## config.mk

```make
export PLATFORM = sky130hd
export DESIGN_NAME = multiword_add_seq
export DESIGN_NICKNAME = d
export VERILOG_FILES = /design/src/rtl/multiword_add_seq.sv
export SDC_FILE = /design/constraint.sdc
export NUM_CORES = 1
export LEC_CHECK = 0
export BUFFER_PORTS_ARGS = -buffer_cell sky130_fd_sc_hd__buf_2
export CORE_ASPECT_RATIO = 0.8
export CORE_UTILIZATION = 45
export DETAILED_ROUTE_END_ITERATION = 12
export PLACE_DENSITY_LB_ADDON = 0.12
export SYNTH_ARGS = -nofsm -noshare
export SYNTH_HDL_FRONTEND = slang
export SYNTH_SLANG_ARGS = --single-unit
```

## constraint.sdc

```tcl
create_clock -name clk -period 5 [get_ports clk]
set_input_delay 0.5 -clock clk [delete_from_list [all_inputs] [get_ports clk]]
set_output_delay 0.5 -clock clk [all_outputs]
set_load 0.005 [all_outputs]
```

## src/rtl/multiword_add_seq.sv

```systemverilog
// Wide add/subtract sequencer: iterates one bit_width-wide adder slice
// over num_words operand words, LSW first, carrying between beats.
module multiword_add_seq #(
    parameter int bit_width = 8,
    parameter int num_words = 4
) (
    input  logic                           clk,
    input  logic                           rst_n,
    input  logic                           start,
    input  logic                           sub,
    input  logic [bit_width*num_words-1:0] a,
    input  logic [bit_width*num_words-1:0] b,
    output logic                           busy,
    output logic                           done,
    output logic [bit_width*num_words-1:0] s,
    output logic                           cout,
    output logic                           ovf
);

    localparam int w     = bit_width * num_words;
    localparam int idx_w = (num_words > 1) ? $clog2(num_words) : 1;

    typedef enum logic {
        IDLE,
        RUN
    } state_t;

    state_t state;
    state_t state_next;

    logic [w-1:0]         a_q;
    logic [w-1:0]         b_q;
    logic [w-1:0]         acc;
    logic [w-1:0]         acc_next;
    logic                 sub_q;
    logic                 carry_q;
    logic [idx_w-1:0]     idx_q;
    logic [bit_width-1:0] a_w;
    logic [bit_width-1:0] b_w;
    logic [bit_width:0]   sum;
    logic                 msb_cin;
    logic                 last;

    // One slice; B is inverted for subtract, carry register supplies the +1.
    always_comb begin
        a_w      = a_q[int'(idx_q)*bit_width +: bit_width];
        b_w      = b_q[int'(idx_q)*bit_width +: bit_width] ^ {bit_width{sub_q}};
        sum      = {1'b0, a_w} + {1'b0, b_w} + {{bit_width{1'b0}}, carry_q};
        msb_cin  = a_w[bit_width-1] ^ b_w[bit_width-1] ^ sum[bit_width-1];
        acc_next = acc;
        acc_next[int'(idx_q)*bit_width +: bit_width] = sum[bit_width-1:0];
        last     = (idx_q == idx_w'(num_words - 1));
    end

    always_ff @(posedge clk) begin
        if (!rst_n) begin
            state <= IDLE;
        end else begin
            state <= state_next;
        end
    end

    always_comb begin
        state_next = state;
        busy       = 1'b0;
        unique case (state)
            IDLE: begin
                if (start) begin
                    state_next = RUN;
                end
            end
            RUN: begin
                busy = 1'b1;
                if (last) begin
                    state_next = IDLE;
                end
            end
            default: state_next = IDLE;
        endcase
    end

    always_ff @(posedge clk) begin
        if (!rst_n) begin
            a_q     <= '0;
            b_q     <= '0;
            acc     <= '0;
            sub_q   <= 1'b0;
            carry_q <= 1'b0;
            idx_q   <= '0;
            s       <= '0;
            cout    <= 1'b0;
            ovf     <= 1'b0;
            done    <= 1'b0;
        end else begin
            done <= 1'b0;
            unique case (state)
                IDLE: begin
                    if (start) begin
                        a_q     <= a;
                        b_q     <= b;
                        sub_q   <= sub;
                        carry_q <= sub;
                        idx_q   <= '0;
                    end
                end
                RUN: begin
                    acc     <= acc_next;
                    carry_q <= sum[bit_width];
                    if (last) begin
                        idx_q <= '0;
                        s     <= acc_next;
                        cout  <= sum[bit_width];
                        ovf   <= msb_cin ^ sum[bit_width];
                        done  <= 1'b1;
                    end else begin
                        idx_q <= idx_q + idx_w'(1);
                    end
                end
                default: ;
            endcase
        end
    end

endmodule

```

After elaboration in Yosys (flattened, before gate mapping)

Cells that the tools add are included.

Register bits after elaboration: 136
Bits of input ports: 68
Output and inout port bits: 36

Add/subtract/negate cells: 4
Eq/ne operators: 2
Shift-type cells: 4
Multiplexer cells: 11
Bitwise logic cells: 5
Reduce and logical (&&, ||, !) cells: 3

Operators by type and width:

| cell                      | count |
|---|---|
| $shiftx A32 B6 Y8         | 2 |
| $neg A5 Y33               | 1 |
| $shift A8 B33 Y32 const A | 1 |
| $shiftx A8 B33 Y32        | 1 |
| $bwmux W32                | 1 |
| $add A8 B8 Y9             | 1 |
| $add A9 B1 Y9             | 1 |
| $xor A8 B8 Y8             | 1 |
| $reduce_and A2 Y1         | 3 |
| $mux W1                   | 5 |
| $mux W2                   | 2 |
| $pmux W1 S2               | 2 |
| $pmux W2 S2               | 1 |
| $xor A1 B1 Y1             | 3 |
| $add A2 B1 Y2 const B     | 1 |
| $eq A2 B2 Y1 const B      | 1 |
| $ne A2 B2 Y1 const B      | 1 |
| $not A1 Y1                | 1 |

Logic depth before layout (Yosys ltp)

Depth in word-level cells: 6
Mapped depth: 12
Gate-level depth less buffers: 10

Worst setup path before layout

No wires, ideal clock.

Path type: register to register
From: reg idx_q[1]
To: reg acc[14]
Library setup time: 0.136 ns
Arrival time: 2.870 ns
Data required time: 4.864 ns
Setup slack: 1.994 ns
Stages on the path, launching flop included: 13
Period minus slack after synthesis: 3.006 ns
Path through: dfxtp_1 clkbuf_1 buf_2 mux4_2 xnor2_1 fa_1 inv_1 fa_1 nand3_1 a21oi_1 nor4_1 a311oi_2 o21ai_0

Cells in the longest elaborated chain, start to end: 6
Elaborated cells on any way between the ends: 9
Classes of those cells: 3 x add/sub; 4 x shift; 1 x mux; 1 x bitwise

Ends and longest elaborated chain:

| what                     | RTL line | source |
|---|---|---|
| start: declaration       | 37       | `logic [idx_w-1:0] idx_q;` |
| start signal: assignment | 116      | `idx_q <= idx_q + idx_w'(1);` |
| $shiftx A32 B6 Y8        | 47       | `b_w = b_q[int'(idx_q)*bit_width +: bit_width] ^ {bit_width{sub_q}};` |
| $xor A8 B8 Y8            | 47       |  |
| $add A8 B8 Y9            | 48       | `sum = {1'b0, a_w} + {1'b0, b_w} + {{bit_width{1'b0}}, carry_q};` |
| $add A9 B1 Y9            | 48       |  |
| $shiftx A8 B33 Y32       | 51       | `acc_next[int'(idx_q)*bit_width +: bit_width] = sum[bit_width-1:0];` |
| $bwmux W32 (*)           | 51       |  |
| end signal: assignment   | 107      | `acc <= acc_next;` |
| end: declaration         | 33       | `logic [w-1:0] acc;` |

Mark *: on every way between the ends. The rest lies on a longest branch, timed or not.
A chain may end at the register's enable or synchronous reset.

Worst setup path in the final report

From: reg idx_q[0]
To: reg acc[21]

Same word-level chain as after synthesis.

==> results_tabular.tex <==
\begin{tabular}{lr}
\hline
Metric & Value \\
\hline
\multicolumn{2}{l}{\textbf{Run status}} \\
\quad Outcome & complete, no violations \\
\multicolumn{2}{l}{\textbf{Die}} \\
\quad Full die area & 13400 um2 \\
\quad Standard cell core area & 12400 um2 \\
\quad Initial core utilization & 0.469 \\
\quad \# rows & 36 \\
\quad Die Y & 104 um \\
\quad Die width & 129 um \\
\quad Total I/O pin count & 104 \\
\multicolumn{2}{l}{\textbf{Power}} \\
\quad Peak ir drop on the vdd network & 268 uV \\
\quad Reported leakage power & 2.84 nW \\
\quad Power density cells & 386 nW/um2 \\
\quad Sum of internal, switching and leakage power & 2.70 mW \\
\multicolumn{2}{l}{\textbf{Synthesis}} \\
\quad Netlist area before placement & 5810 um2 \\
\quad Most area-hungry cell type in the Yosys netlist & dfxtp\_1 \\
\quad Share of flip-flops with an asynchronous set or reset & 0 \\
\quad Warning count from the yosys run & 0 \\
\quad Post-synthesis average cell area & 8.77 um2 \\
\quad \#FFs+latches synth & 136 \\
\quad Post-synth top cells & 160 x nand2\_1, 136 x dfxtp\_1, 83 x a21oi\_1 \\
\quad Post-synth EDFFs & 0 \\
\quad Leading post-synthesis cells by cell area & dfxtp\_1 47\%, nand2\_1 10\%, a21oi\_1 7.1\%, mux4\_2 6.2\%, o21ai\_0 3.0\% \\
\quad Gate count of the mapped netlist & 663 \\
\quad Post-Syn Nets & 746 \\
\quad Most frequently used flop master after synthesis & dfxtp\_1 \\
\quad Count of different cell masters after synthesis & 49 \\
\quad Portion of the post-synthesis area used by sequential elements & 0.468 \\
\quad Post-synth top area share & 0.468 \\
\quad Most frequently used cell type in the post-synthesis netlist & nand2\_1 \\
\multicolumn{2}{l}{\textbf{CTS}} \\
\quad \# resized after CTS & 0 \\
\quad Number of buffers added by the clock tree synthesis step & 17 \\
\quad Clock Path Buffers & 2 \\
\quad Number of hold buffers added after CTS & 0 \\
\quad Clock Sink Count & 136 \\
\quad Clock latency at the later pin of the worst-skew pair & 0.43 ns \\
\quad Root buffer cell & clkbuf\_16 \\
\quad Clock slew seen by the registers of the worst setup and hold paths & 0.06 ns \\
\quad Buffers inserted during post-CTS setup optimization & 0 \\
\quad H-tree depth & 4 \\
\quad CTS tree & done \\
\multicolumn{2}{l}{\textbf{Global routing}} \\
\quad Wire length of the first global-routing pass & 24900 um \\
\quad Via count of the first global-routing pass & 4805 \\
\quad Number of antenna violations at the first check in global routing & 1 \\
\quad Total grt overflow & 0 \\
\quad Pin count of the biggest net entering global routing & 90 \\
\quad Total track usage & 0.241 \\
\multicolumn{2}{l}{\textbf{Finish}} \\
\quad Total area of sequential cells & 2720 um2 \\
\quad Final net count & 831 \\
\quad Post-route cell area & 7000 um2 \\
\quad Post-route non-filler standard cell count & 932 \\
\quad Ratio of cells with drive above 1 in the final layout & 0.218 \\
\quad Layout overhead on the synthesized area & 20.5\% \\
\quad Fill cell instance count of the final layout & 1169 \\
\quad Footprint of the multi-input gates & 2880 um2 \\
\quad Post-Route Utilization & 0.565 \\
\multicolumn{2}{l}{\textbf{Timing}} \\
\quad Clock skew after layout & 0.00747 ns \\
\quad Slew at the pin with the worst max-slew slack & 1.20 ns \\
\quad Worst slew margin relative to its limit & 0.202 \\
\quad Unrepaired setup endpoints after global routing & false \\
\quad Period utilisation layout & 0.697 \\
\quad Final sum of negative setup slack & 0 ns \\
\quad Max Slew Vio Count & 0 \\
\quad Setup ws final & 1.52 ns \\
\quad Hold slack final & 0.308 ns \\
\quad Number of failing setup endpoints in the final timing report & 0 \\
\quad Hold Violations, Final & 0 \\
\quad Maximum achievable frequency & 287 MHz \\
\quad Period minus WS final & 3.48 ns \\
\multicolumn{2}{l}{\textbf{Setup path}} \\
\quad Type of element launching the critical path & register \\
\quad Crit path max-delay cell type & a311oi\_2 \\
\quad Largest fanout on the critical path & 20 \\
\quad First element of the critical path & idx\_q[0] \\
\quad Critical path endpoint category & register \\
\quad Cell family with most CP delay & compound AO/OA/AOI/OAI gates \\
\quad Buf/Inv on CP & 1 \\
\quad Max stage delay on crit path & 0.58 ns \\
\quad Start of the worst register-to-register path & idx\_q[0] \\
\quad Critical path type & register to register \\
\quad Cell-by-cell listing of the critical path & buf\_4, mux4\_2, xor2\_1, ha\_1, nand2b\_1, o211ai\_1, a311oi\_2, a2bb2oi\_1, nor2\_1 \\
\quad Worst Path Required & 5.27 ns \\
\quad Arrival time at the worst endpoint & 3.76 ns \\
\multicolumn{2}{l}{\textbf{Route}} \\
\quad Total Wirelength & 15000 um \\
\quad Drt initial violations & 364 \\
\quad Detailed Routing Iterations Pass 1 & 5 \\
\quad Via count of the routed design & 5004 \\
\quad DR DRC count & 0 \\
\quad Routed wire length per instance & 16.1 um \\
\quad Detailed-route vias per instance & 5.37 \\
\quad ANT nets after route & 0 \\
\multicolumn{2}{l}{\textbf{Place}} \\
\quad Global placement routability congestion & 0.945 \\
\quad Placed inst area & 6420 um2 \\
\quad DP Worst Slack & 1.53 ns \\
\quad Cell total after placement & 900 \\
\quad DP Wirelength & 10300 um \\
\quad Buffers added on ports & 103 \\
\multicolumn{2}{l}{\textbf{Run}} \\
\quad Number of maximum-capacitance constraint violations & 0 \\
\multicolumn{2}{l}{\textbf{Hold path}} \\
\quad Startpoint of the tightest hold check path & a[28] \\
\quad Worst hold path type & primary input to register \\
\hline
\end{tabular}
## path summary, 6_finish.rpt
path	endpoint	slack, ns	depth (start not counted)
setup reg to reg	acc[21]	1.52	9
hold / removal	a_q[28]	0.31	3
setup / recovery	acc[21]	1.52	9
hold reg to reg	s[17]	0.45	2
## per-layer routing
layer / vias to the layer above / share of wire / global-route usage
li1: 2489 / - / -
met4: 0 / 0.013 / 0.0916
met1: 2349 / 0.50 / 0.347
met5: - / 0 / 0
met2: 149 / 0.43 / 0.347
met3: 17 / 0.057 / 0.0553
## sequential cells by signal, indices dropped and copies added, names as in the netlist
signal and count:
sub_q 1, idx_q 2, state 1, acc 32, carry_q 1, done 1, cout 1, s 32
b_q 32, a_q 32, ovf 1
## worst min-delay path, stage by stage
cell and delay (ns):
buf_2 0.09, nand2_1 0.04, a21oi_1 0.05
## area by class of cell
| class | count | area share |
|---|---|---|
| Inverter | 13 | 0.00697 |
| Timing Repair Buffer | 108 | 0.0790 |
| Sequential cell | 136 | 0.389 |
| Tap cell | 171 | 0.0305 |
| Multi-Input combinational cell | 472 | 0.411 |
| Clock inverter | 8 | 0.0136 |
| Antenna cell | 1 | 0.000357 |
| Clock buffer | 23 | 0.0697 |
## power by group
group          total [mW]  internal [mW]  switching (mW)
logic               0.322          0.121           0.201
registers            1.15           1.12          0.0222
clock network        1.24          0.779           0.457
## cells in the final DEF (no fill, tap or decap), types with 10 or more instances in the layout
cell type,Yosys,final
ha_1,13,13
a22oi_1,20,20
nor2_1,29,29
dfxtp_1,136,136
nand3_1,17,17
clkbuf_16,0,17
o21ai_0,35,35
buf_2,9,103
inv_1,10,10
nand2_1,160,160
a211oi_1,10,10
mux4_2,16,16
a21oi_1,83,82
## cell families after synthesis
group | after synthesis | share of synthesized area
simple gates | 242 | 0.179
compound gates | 184 | 0.192
flops | 136 | 0.468
buf+inv | 55 | 0.0400
mux | 19 | 0.0671
fa+ha+maj | 15 | 0.0349
xor+xnor | 12 | 0.0194
(Power assumes the default switching activity.)
